==> config.mk <==
export PLATFORM = sky130hd
export DESIGN_NAME = fetch
export DESIGN_NICKNAME = d
export VERILOG_FILES = /design/src/rtl/fetch.sv
export SDC_FILE = /design/constraint.sdc
export NUM_CORES = 1
export LEC_CHECK = 0
export CORE_MARGIN = 2
export CORE_UTILIZATION = 30
export DETAILED_ROUTE_END_ITERATION = 12
export GPL_ROUTABILITY_DRIVEN = 0
export PLACE_DENSITY = 0.51
export RECOVER_POWER = 100
export SYNTH_ARGS = -nofsm -noshare
export SYNTH_HDL_FRONTEND = slang
export SYNTH_SLANG_ARGS = --single-unit
==> constraint.sdc <==
create_clock -name clk -period 2.1 [get_ports clk]
set_input_delay 0.315 -clock clk [delete_from_list [all_inputs] [get_ports clk]]
set_output_delay 0.315 -clock clk [all_outputs]
set_load 0.05 [all_outputs]
==> src/rtl/fetch.sv <==
// Instruction fetch stage: drives the instruction-memory request, fills the IF/ID register,
// absorbs one word in a skid buffer under decode back-pressure, and handles branch redirects.
module fetch #(
   parameter logic [31:0] RESET_PC = 32'h0000_0000,
   parameter int unsigned PC_STEP  = 4
) (
   input  logic        clk,
   input  logic        reset,
   output logic        imem_req,
   output logic [31:0] imem_addr,
   input  logic        imem_ack,
   input  logic [31:0] imem_rdata,
   input  logic        stall,
   input  logic        redirect_valid,
   input  logic [31:0] redirect_pc,
   output logic [63:0] ifid_reg,
   output logic        ifid_valid
);

   typedef enum logic [1:0] {IDLE, FETCH, HOLD, DROP} state_t;

   state_t      state_q, state_d;
   logic [31:0] pc_q, pc_d;
   logic [31:0] drop_addr_q, drop_addr_d;
   logic [63:0] skid_q, skid_d;
   logic [63:0] ifid_q, ifid_d;
   logic        ifid_valid_q, ifid_valid_d;
   logic        can_accept;
   logic [31:0] redirect_target;
   logic [31:0] pc_next;

   assign can_accept      = !ifid_valid_q || !stall;
   assign redirect_target = redirect_pc & ~32'h0000_0003;
   assign pc_next         = pc_q + PC_STEP;

   always_ff @(posedge clk or negedge reset) begin
      if (!reset) begin
         state_q      <= IDLE;
         pc_q         <= RESET_PC;
         drop_addr_q  <= RESET_PC;
         skid_q       <= '0;
         ifid_q       <= '0;
         ifid_valid_q <= 1'b0;
      end else begin
         state_q      <= state_d;
         pc_q         <= pc_d;
         drop_addr_q  <= drop_addr_d;
         skid_q       <= skid_d;
         ifid_q       <= ifid_d;
         ifid_valid_q <= ifid_valid_d;
      end
   end

   always_comb begin
      state_d      = state_q;
      pc_d         = pc_q;
      drop_addr_d  = drop_addr_q;
      skid_d       = skid_q;
      ifid_d       = ifid_q;
      ifid_valid_d = ifid_valid_q;
      // A consumed instruction empties IF/ID unless something new is loaded below.
      if (ifid_valid_q && !stall) ifid_valid_d = 1'b0;
      unique case (state_q)
         IDLE: state_d = FETCH;
         FETCH: begin
            if (redirect_valid) begin
               pc_d         = redirect_target;
               ifid_valid_d = 1'b0;
               if (!imem_ack) begin
                  drop_addr_d = pc_q;
                  state_d     = DROP;
               end
            end else if (imem_ack) begin
               pc_d = pc_next;
               if (can_accept) begin
                  ifid_d       = {pc_q, imem_rdata};
                  ifid_valid_d = 1'b1;
               end else begin
                  skid_d  = {pc_q, imem_rdata};
                  state_d = HOLD;
               end
            end
         end
         HOLD: begin
            if (redirect_valid) begin
               pc_d         = redirect_target;
               ifid_valid_d = 1'b0;
               skid_d       = '0;
               state_d      = FETCH;
            end else if (!stall) begin
               ifid_d       = skid_q;
               ifid_valid_d = 1'b1;
               state_d      = FETCH;
            end
         end
         DROP: begin
            // The stale request stays on the bus at its original address until acknowledged.
            if (redirect_valid) begin
               pc_d         = redirect_target;
               ifid_valid_d = 1'b0;
            end else if (imem_ack) begin
               state_d = FETCH;
            end
         end
         default: state_d = IDLE;
      endcase
   end

   assign imem_req   = (state_q == FETCH) || (state_q == DROP);
   assign imem_addr  = (state_q == DROP) ? drop_addr_q : pc_q;
   assign ifid_reg   = ifid_q;
   assign ifid_valid = ifid_valid_q;

endmodule

==> flow_summary.yaml, run 1 <==
status:
  outcome: "finished, final reports clean"
synthesis:
  yosysUniqueCellTypes: 49
  yosysSeqAreaShare: 0.526
  synth-seq-cells: 189
  async_reset_ff_frac: 1.00
  netlist_area_mm2: 0.00899
  syn_area_per_cell_um2: 9.12
  ys_warn_count: 0
  synth_edf_count: 0
  dominantRegCellSynth: "dfrtp_1"
  syn_inst: 986
global_route:
  grt_max_degree: 119
  antenna_found_initial: 0
  grt_pass1_vias: 7243
  gr-total-overflow: 0
  grt_use_total: 0.161
  grt_pass1_wl_um: 39700
power_and_ir_drop:
  pwr-share-seq: 0.357
  p_leak_nw: 5.39
  switchingPower_mw: 6.03
  clock_power_share: 0.216
  sw_frac_of_total: 0.400
  power_density_mw_per_mm2: 1220
  ir_drop_v: 0.000613
  p_comb_frac: 0.427
  power.internal_mw: 9.05
cells_and_area:
  instances_no_fill: 1564
  stdcell_area_mm2: 0.0123
  antenna_cells: 0
  final_util: 0.418
  drive_gt1_frac: 0.170
  nets: 1231
  fillers: 2925
  area_delta_synth_final_pct: 37.4
placement:
  dp_cells: 1528
  dp_slack_ps: 8.12
  post_dp_cell_area_mm2: 0.0118
  port_buffers: 162
  hpwlAfterDp_um: 16800
route:
  first_pass_iters: 5
  viasPerCell: 4.79
  drtIter0Drc: 484
  ant_nets: 0
  remaining_drc_errors: 0
  vias: 7494
  wl_per_cell_um: 15.4
  finalWirelength_um: 24200
worst_setup_path:
  max_stage_delay_ps: 430
  crit_fanout: 15
  worstPathArrival_ps: 1720
  worst-setup-path-type: "flip-flop to output pin"
  critPathRequiredTime_ps: 1780
  end_kind: "output pin"
  cp_cell_sequence: "nand2_4 -> buf_16 -> mux2_1 -> buf_12"
  worstSetupStartpointType: "flip-flop"
  slowest_stage: "dfrtp_2"
timing:
  setup_ws_ps: 67.1
  grt_setup_unrepaired: "no"
  drv_slew: 0
  max_freq_mhz: 492
  worstMarginPinSlew_ps: 948
  final_hold_viol_count: 0
  fin_crit_sh: 0.968
  relSlewSlack: 0.368
  fin_crit_ps: 2030
  finalClockSkew_ps: 7.21
  finalSetupViolCount: 0
  tns_ps: 0
clock_tree:
  cts_tree: "yes"
  htreeDepth: 4
  path_clk_slew_ps: 70
  clockBufferDepth: 2
  numCtsBuffers: 17
  cts-root-buf: "clkbuf_16"
  clk-insertion-delay-late_ps: 430
  clock_sinks: 189
job:
  drv_cap: 0
hold_path:
  hp-class: "input pin to asynchronous set/reset pin"
floorplanning:
  dieHeight_um: 177
  die_x_um: 177
  core-area_mm2: 0.0296
  dieArea_mm2: 0.0314
  rows: 63
  start_util: 0.304
  ios: 167
synth_stat cells (all sizes together), types with 10 or more instances:
| library cell | instances | area (um2) |
|---|---|---|
| nand4 | 11 | 68.8 |
| mux2 | 62 | 698 |
| clkbuf | 51 | 191 |
| nor3 | 10 | 50.1 |
| a21oi | 99 | 495 |
| dfrtp | 189 | 4730 |
| o21ai | 135 | 676 |
| buf | 35 | 179 |
| inv | 63 | 236 |
| nor2 | 87 | 327 |
| nand2 | 90 | 340 |
| o22ai | 11 | 68.8 |
| nand3 | 75 | 393 |
through the flow:
stage | power [mW] | hold slack [ps]
after detailed placement | 12.1 | 333
after global routing | 16.0 | 426
after floorplan | 9.33 | 19.4
after global placement | 12.0 | 331
after CTS | 15.5 | 416
final | 15.1 | 397
cells in the final DEF, fill, tap and decap left out, types with 4 or more instances in the layout:
cell type          n
inv_1             63
clkbuf_16         17
nand3_1           73
clkbuf_1          10
nor2_1            86
inv_8              4
nand2_1           88
dlygate4sd3_1     56
o32ai_1            4
nor3_1            10
a211oi_1           4
clkinv_4           5
nand4_1           11
and3_1             4
mux2_2            47
mux2_1            15
clkdlybuf4s50_1   74
buf_4             53
buf_12            38
o22ai_1           10
a311oi_1           4
a21oi_1           99
clkbuf_2           4
or3_1              6
o21ai_0          135
dfrtp_1          187
worst max-delay path: cells and delay by family, from the launching register on:
family	cells	cell delay, ps
buffers and inverters	2	340
flip-flops	1	430
multiplexers	1	380
AND/OR/NAND/NOR	1	120
power groups by stage:
| stage | Clock, mW | Sequential, mW | Combinational, mW |
|---|---|---|---|
| 2_1_floorplan | 0 | 6.73 | 2.60 |
| 3_3_place_gp | 0 | 5.45 | 6.57 |
| 3_5_place_dp | 0 | 5.50 | 6.61 |
| 4_1_cts | 3.39 | 5.42 | 6.68 |
| 5_1_grt | 3.53 | 5.55 | 6.90 |
| 6_report | 3.26 | 5.38 | 6.44 |
layer usage:
metal | wire length (um) | track usage | up-vias
met4 | 240 | 0.0403 | 0
met5 | 0 | 0 | -
li1 | - | - | 3748
met2 | 10600 | 0.238 | 182
met3 | 1260 | 0.0339 | 15
met1 | 12100 | 0.237 | 3549
area by class of cell:
type                    instances  area, um2  share of cell area
inverters                      63        236              0.0192
flip-flops and latches        189       4730               0.383
clock buffers                  17        425              0.0345
repair buffers                241       2590               0.210
multi-input cells             649       3720               0.301
well taps                     390        488              0.0395
clock inverters                15        155              0.0126
kinds of logic after synthesis:
group	after synthesis	share of synthesized area
muxes	63	0.0788
adders and majority gates	1	0.00139
buffers and inverters	149	0.0675
and+or+nand+nor	304	0.156
DFF	189	0.526
other	1	0.000417
AOI/OAI and AO/OA	279	0.169
worst paths after layout:
path / start / endpoint / depth (start not counted) / slack (ps)
worst max-delay path: state_q[1] / imem_addr[26] / 4 / 70
worst min-delay path: reset / drop_addr_q[10] / 2 / 400
worst max register to register: pc_q[10] / pc_q[29] / 5 / 110
worst min register to register: ifid_reg[9] / ifid_reg[9] / 2 / 470
max in group asynchronous: reset / state_q[0] / 3 / 390
min in group clk: ifid_reg[9] / ifid_reg[9] / 2 / 470
what timing repair did:
item,CTS,global route
hold endpoints to repair,50,0
setup endpoints to repair,30,1
setup buffers,2,0
gates cloned,1,0
gates resized for setup,5,1
hold buffers,1,0
No activity file was read; power rests on OpenSTA's default activity.
==> inputs of run 2 (changes only) <==
--- a/config.mk
+++ b/config.mk
@@ -5,7 +5,7 @@
 export SDC_FILE = /design/constraint.sdc
 export NUM_CORES = 1
 export LEC_CHECK = 0
-export CORE_MARGIN = 2
+export CORE_MARGIN = 1.5
 export CORE_UTILIZATION = 30
 export DETAILED_ROUTE_END_ITERATION = 12
 export GPL_ROUTABILITY_DRIVEN = 0
==> run 2 against run 1 <==
Against the previous run:
- cell count is 0.26% lower
- sequential share of layout area about the same
- critical endpoint is now ifid_valid
- global-route usage up 0.31 points
- the run now ends with capacitance limit, slew limit left
- clock skew is 2.9 ps higher
- die area is 1.1% lower
- clock-buffer cell count grew 1
- largest cell class unchanged
- register-to-register slack about the same
- largest power group unchanged
- worst setup slack worse by 22 ps
==> flow_summary.yaml, run 2 (synthesis gave the netlist of run 1 again) <==
timing:
  finalClockSkew_ps: 10.1
  final_hold_viol_count: 0
  fin_crit_sh: 0.978
  tns_ps: 0
  relSlewSlack: -0.0111
  finalSetupViolCount: 0
  max_freq_mhz: 487
  worstMarginPinSlew_ps: 1520
  fin_crit_ps: 2050
  drv_slew: 57
  grt_setup_unrepaired: "no"
cells_and_area:
  stdcell_area_mm2: 0.0124
  area_delta_synth_final_pct: 37.4
  antenna_cells: 0
  nets: 1227
  drive_gt1_frac: 0.180
  final_cell_mix: "187 x dfrtp_1, 135 x o21ai_0, 99 x a21oi_1"
  final_common_cell: "dfrtp_1"
  final_util: 0.418
worst_setup_path:
  critPathRequiredTime_ps: 1780
  path_delay_family: "buffers and inverters"
  cp-endpoint: "ifid_valid"
  worst-setup-path-type: "flip-flop to output pin"
  rr_worst_depth: 5
  end_kind: "output pin"
  r2r_start: "pc_q[2]"
  timing.rr.end: "pc_q[29]"
  worst-path-stages: 1
  crit_fanout: 5
  max_stage_delay_ps: 870
  worst-path-buf-inv: 1
  cp_cell_sequence: "clkdlybuf4s50_1"
  crit_start: "ifid_valid"
  r2r_slack_ps: 120
  worstPathArrival_ps: 1740
  slowest_stage: "clkdlybuf4s50_1"
  worstSetupStartpointType: "flip-flop"
floorplanning:
  ios: 167
  rows: 63
  dieHeight_um: 176
  start_util: 0.304
  dieArea_mm2: 0.0310
  core-area_mm2: 0.0296
  die_x_um: 176
global_route:
  grt_pass1_vias: 7200
  gr-total-overflow: 0
  grtUsageMet2: 0.241
  grt-busiest-layer: "met2"
  antenna_found_initial: 0
  use_met3: 0.0349
  grt_use_total: 0.164
  grt_pass1_wl_um: 39800
  grt_util_met1: 0.240
  grt_max_degree: 125
clock_tree:
  htreeDepth: 4
  cts_tree: "yes"
  cts-root-buf: "clkbuf_16"
  numCtsBuffers: 17
  path_clk_slew_ps: 70
  clock_sinks: 189
  clk-insertion-delay-late_ps: 440
  clockBufferDepth: 2
power_and_ir_drop:
  sw_frac_of_total: 0.403
  ir_drop_v: 0.000615
  pwr-share-seq: 0.358
  clock_power_share: 0.211
  p_leak_nw: 5.38
  switchingPower_mw: 6.06
  p_comb_frac: 0.430
  power_density_mw_per_mm2: 1220
  power.internal_mw: 8.98
route:
  first_pass_iters: 5
  wl_per_cell_um: 15.7
  drtIter0Drc: 519
  remaining_drc_errors: 0
  vias: 7512
  finalWirelength_um: 24500
  viasPerCell: 4.82
  ant_nets: 0
status:
  outcome: "finished with violations"
  violations: "capacitance limit, slew limit"
hold_path:
  hold_depth: 2
  hp-class: "flip-flop to flip-flop"
  worstHoldStart: "ifid_reg[29]"
placement:
  post_dp_cell_area_mm2: 0.0118
  port_buffers: 162
  hpwlAfterDp_um: 16900
job:
  drv_cap: 1
## run 2: cell count changes in the layout (fill, tap and decap cells not counted), sizes merged
cell	delta
buf	+2
bufinv	-1
clkbuf	-5
clkdlybuf4s50	-2
clkinvlp	+1
dlygate4sd3	+2
inv	-1
## run 2: timing repair
action / CTS / global route
buffers inserted: 2 / 0
setup endpoints to repair: 30 / 0
hold endpoints to repair: 52 / 0
gates resized for setup: 5 / 0
hold buffers: 1 / 0
## run 2: metrics by stage
stage               power, mW  hold slack, ps  std cells  setup slack (ps)
finish                   15.0             473       1560              45.2
global route             15.9             477       1560              3.68
CTS                      15.4             431       1560              19.8
detailed placement       12.1             354       1524             -67.9
global placement         12.0             352       1524             -3.28
floorplan                9.33            19.4        987               215
## run 2: power groups by stage
stage / sequential (mW) / combinational [mW] / clock, mW
after floorplan: 6.73 / 2.60 / 0
after global placement: 5.45 / 6.56 / 0
after detailed placement: 5.51 / 6.61 / 0
after CTS: 5.43 / 6.69 / 3.29
after global routing: 5.57 / 6.93 / 3.43
final: 5.39 / 6.48 / 3.18
## run 2: final cells by class
type | instances | area (um2)
Clock buffer | 18 | 439
Clock inverter | 14 | 128
Fill cell | 2940 | 17200
Inverter | 63 | 236
Multi-Input combinational cell | 649 | 3690
Sequential cell | 189 | 4730
Tap cell | 390 | 488
Timing Repair Buffer | 237 | 2640
## run 2: layer usage
layer,vias to the layer above,routed length [um]
met1,3558,12200
met2,201,10700
li1,3731,-
met3,22,1340
met5,-,0
met4,0,312
## run 2: worst min path at each step
stage,to,slack (ps)
5_1_grt,skid_q[26],480
2_1_floorplan,drop_addr_q[10],20
4_1_cts,drop_addr_q[12],430
3_5_place_dp,drop_addr_q[12],350
6_report,ifid_reg[29],470
3_3_place_gp,drop_addr_q[11],350
==> inputs of run 3 (changes only) <==
--- a/config.mk
+++ b/config.mk
@@ -9,7 +9,7 @@
 export CORE_UTILIZATION = 30
 export DETAILED_ROUTE_END_ITERATION = 12
 export GPL_ROUTABILITY_DRIVEN = 0
-export PLACE_DENSITY = 0.51
+export PLACE_DENSITY_LB_ADDON = 0.05
 export RECOVER_POWER = 100
 export SYNTH_ARGS = -nofsm -noshare
 export SYNTH_HDL_FRONTEND = slang
==> constraint.sdc (replaced) <==
create_clock -name clk -period 2.1 [get_ports clk]
set_input_delay 0.315 -clock clk [delete_from_list [all_inputs] [get_ports clk]]
set_output_delay 0.315 -clock clk [all_outputs]
set_load 0.02 [all_outputs]
==> run 3 against run 2 <==
Against the previous run:
- the flow now finishes without violations
- first-iteration DRC count shrank 12%
- sequential power is essentially flat
- cell count grew 0.58%
- cell area shrank 3.3%
- sequential cell count is the same
- via count shrank 1.2%
- clock skew grew 7.5 ps
- critical path type unchanged
- largest power group is now registers
- highest routed layer unchanged
==> flow_summary.yaml, run 3 (synthesis gave the netlist of run 1 again) <==
timing:
  fin_crit_ps: 2010
  worstMarginPinSlew_ps: 1250
  relSlewSlack: 0.165
  max_freq_mhz: 498
  tns_ps: 0
  finalClockSkew_ps: 17.6
  final_hold_viol_count: 0
  fin_crit_sh: 0.955
  finalSetupViolCount: 0
  grt_setup_unrepaired: "no"
  drv_slew: 0
hold_path:
  hp-class: "flip-flop to flip-flop"
  holdPathEnd: "ifid_reg[50]"
  hold_depth: 2
  worstHoldStart: "ifid_reg[50]"
cells_and_area:
  drive_gt1_frac: 0.187
  stdcell_area_mm2: 0.0119
  antenna_cells: 0
  nets: 1236
  final_cell_mix: "189 x dfrtp_1, 135 x o21ai_0, 99 x a21oi_1"
  final_common_cell: "dfrtp_1"
  fillers: 3058
  final_util: 0.404
  area_delta_synth_final_pct: 32.9
worst_setup_path:
  rr_worst_depth: 7
  end_kind: "output pin"
  worst-setup-path-type: "flip-flop to output pin"
  slowest_stage: "dfrtp_1"
  cp_cell_sequence: "nand2_4 -> buf_4 -> mux2_2 -> clkbuf_2"
  timing.rr.end: "pc_q[21]"
  crit_fanout: 10
  r2r_start: "state_q[1]"
  r2r_slack_ps: 120
  critPathRequiredTime_ps: 1780
  worstSetupStartpointType: "flip-flop"
  worstPathArrival_ps: 1690
  max_stage_delay_ps: 400
placement:
  post_dp_cell_area_mm2: 0.0116
  port_buffers: 162
  hpwlAfterDp_um: 17400
global_route:
  gr-total-overflow: 0
  antenna_found_initial: 0
  grt_max_degree: 106
  grt_use_total: 0.170
  grt_pass1_wl_um: 41200
  grt_pass1_vias: 7188
route:
  viasPerCell: 4.73
  highest_layer: "met4"
  finalWirelength_um: 25400
  wl_per_cell_um: 16.2
  dr_wl_met2_um: 11400
  drtIter0Drc: 457
  vias: 7420
  remaining_drc_errors: 0
  wl_met3_um: 971
  wl_met1_um: 12800
  ant_nets: 0
  first_pass_iters: 4
clock_tree:
  htreeDepth: 4
  numCtsBuffers: 17
  path_clk_slew_ps: 70
  clk-insertion-delay-late_ps: 430
  clockBufferDepth: 2
  clock_sinks: 189
  cts-root-buf: "clkbuf_16"
  cts_tree: "yes"
floorplanning:
  ios: 167
  rows: 63
  core-area_mm2: 0.0296
  start_util: 0.304
  die_x_um: 176
  dieArea_mm2: 0.0310
  dieHeight_um: 176
power_and_ir_drop:
  ir_drop_v: 0.000452
  sw_frac_of_total: 0.353
  p_leak_nw: 5.27
  power_mw: 12.9
  clock_power_share: 0.246
  p_comb_frac: 0.335
  power.internal_mw: 8.33
  pwr-share-seq: 0.419
  switchingPower_mw: 4.55
  power_density_mw_per_mm2: 1080
status:
  outcome: "finished, final reports clean"
job:
  drv_cap: 0
==> run 3: changes by cell type in the layout (fill, tap and decap cells not counted), sizes merged <==
cell / before / now
dlygate4sd3: 58 / 67
inv: 69 / 72
clkbuf: 30 / 56
clkdlybuf4s50: 72 / 65
buf: 95 / 77
clkinv: 7 / 3
==> run 3: cell type report <==
class,count,area (um2),area share
sequential,189,4730,0.396
inverter,63,236,0.0198
clock buffer,19,433,0.0362
clock inverter,13,121,0.0102
timing repair buffer,246,2240,0.188
tap,390,488,0.0409
multi-input combinational,649,3690,0.309
==> run 3: timing repair <==
item,in CTS,in global routing
gates resized for setup,85,21
pin swaps,1,0
endpoints found under the setup margin,30,21
hold endpoints to repair,40,0
hold buffers,1,0
setup buffers,1,0
cloned,1,0
==> run 3: worst max-delay path, delay by kind of cell (launching register included) <==
kind | cells | cell delay, ps
DFF | 1 | 400
buffers and inverters | 2 | 390
muxes | 1 | 370
and+or+nand+nor | 1 | 110
==> run 3: metal layers <==
layer / track usage / vias to the layer above
li1: - / 3754
met1: 0.250 / 3521
met2: 0.259 / 135
met3: 0.0299 / 10
met4: 0.0410 / 0
met5: 0 / -
==> run 3: worst max path at each step <==
stage	startpoint	to	slack, ps	cells past startpoint
final	state_q[0]	imem_addr[2]	90	4
after global routing	state_q[1]	skid_q[11]	2	7
after CTS	state_q[0]	imem_addr[2]	-4	4
after detailed placement	redirect_valid	drop_addr_q[6]	-20	4
after global placement	redirect_valid	drop_addr_q[6]	-6	4
after floorplan	pc_q[2]	pc_q[29]	210	6
==> run 3: per-stage QoR <==
stage	setup slack [ps]	instances	hold slack [ps]
global route	2.20	1569	474
detailed placement	-16.9	1534	301
floorplan	215	987	19.4
finish	93.7	1569	474
CTS	-4.28	1569	396
global placement	-6.06	1534	303
==> run 3: power by group through the flow <==
stage / combinational (mW) / clock, mW / sequential [mW]
after floorplan: 2.08 / 0 / 5.87
after global placement: 4.69 / 0 / 5.46
after detailed placement: 4.70 / 0 / 5.51
after CTS: 4.63 / 3.30 / 5.44
after global routing: 4.78 / 3.44 / 5.56
final: 4.31 / 3.17 / 5.40
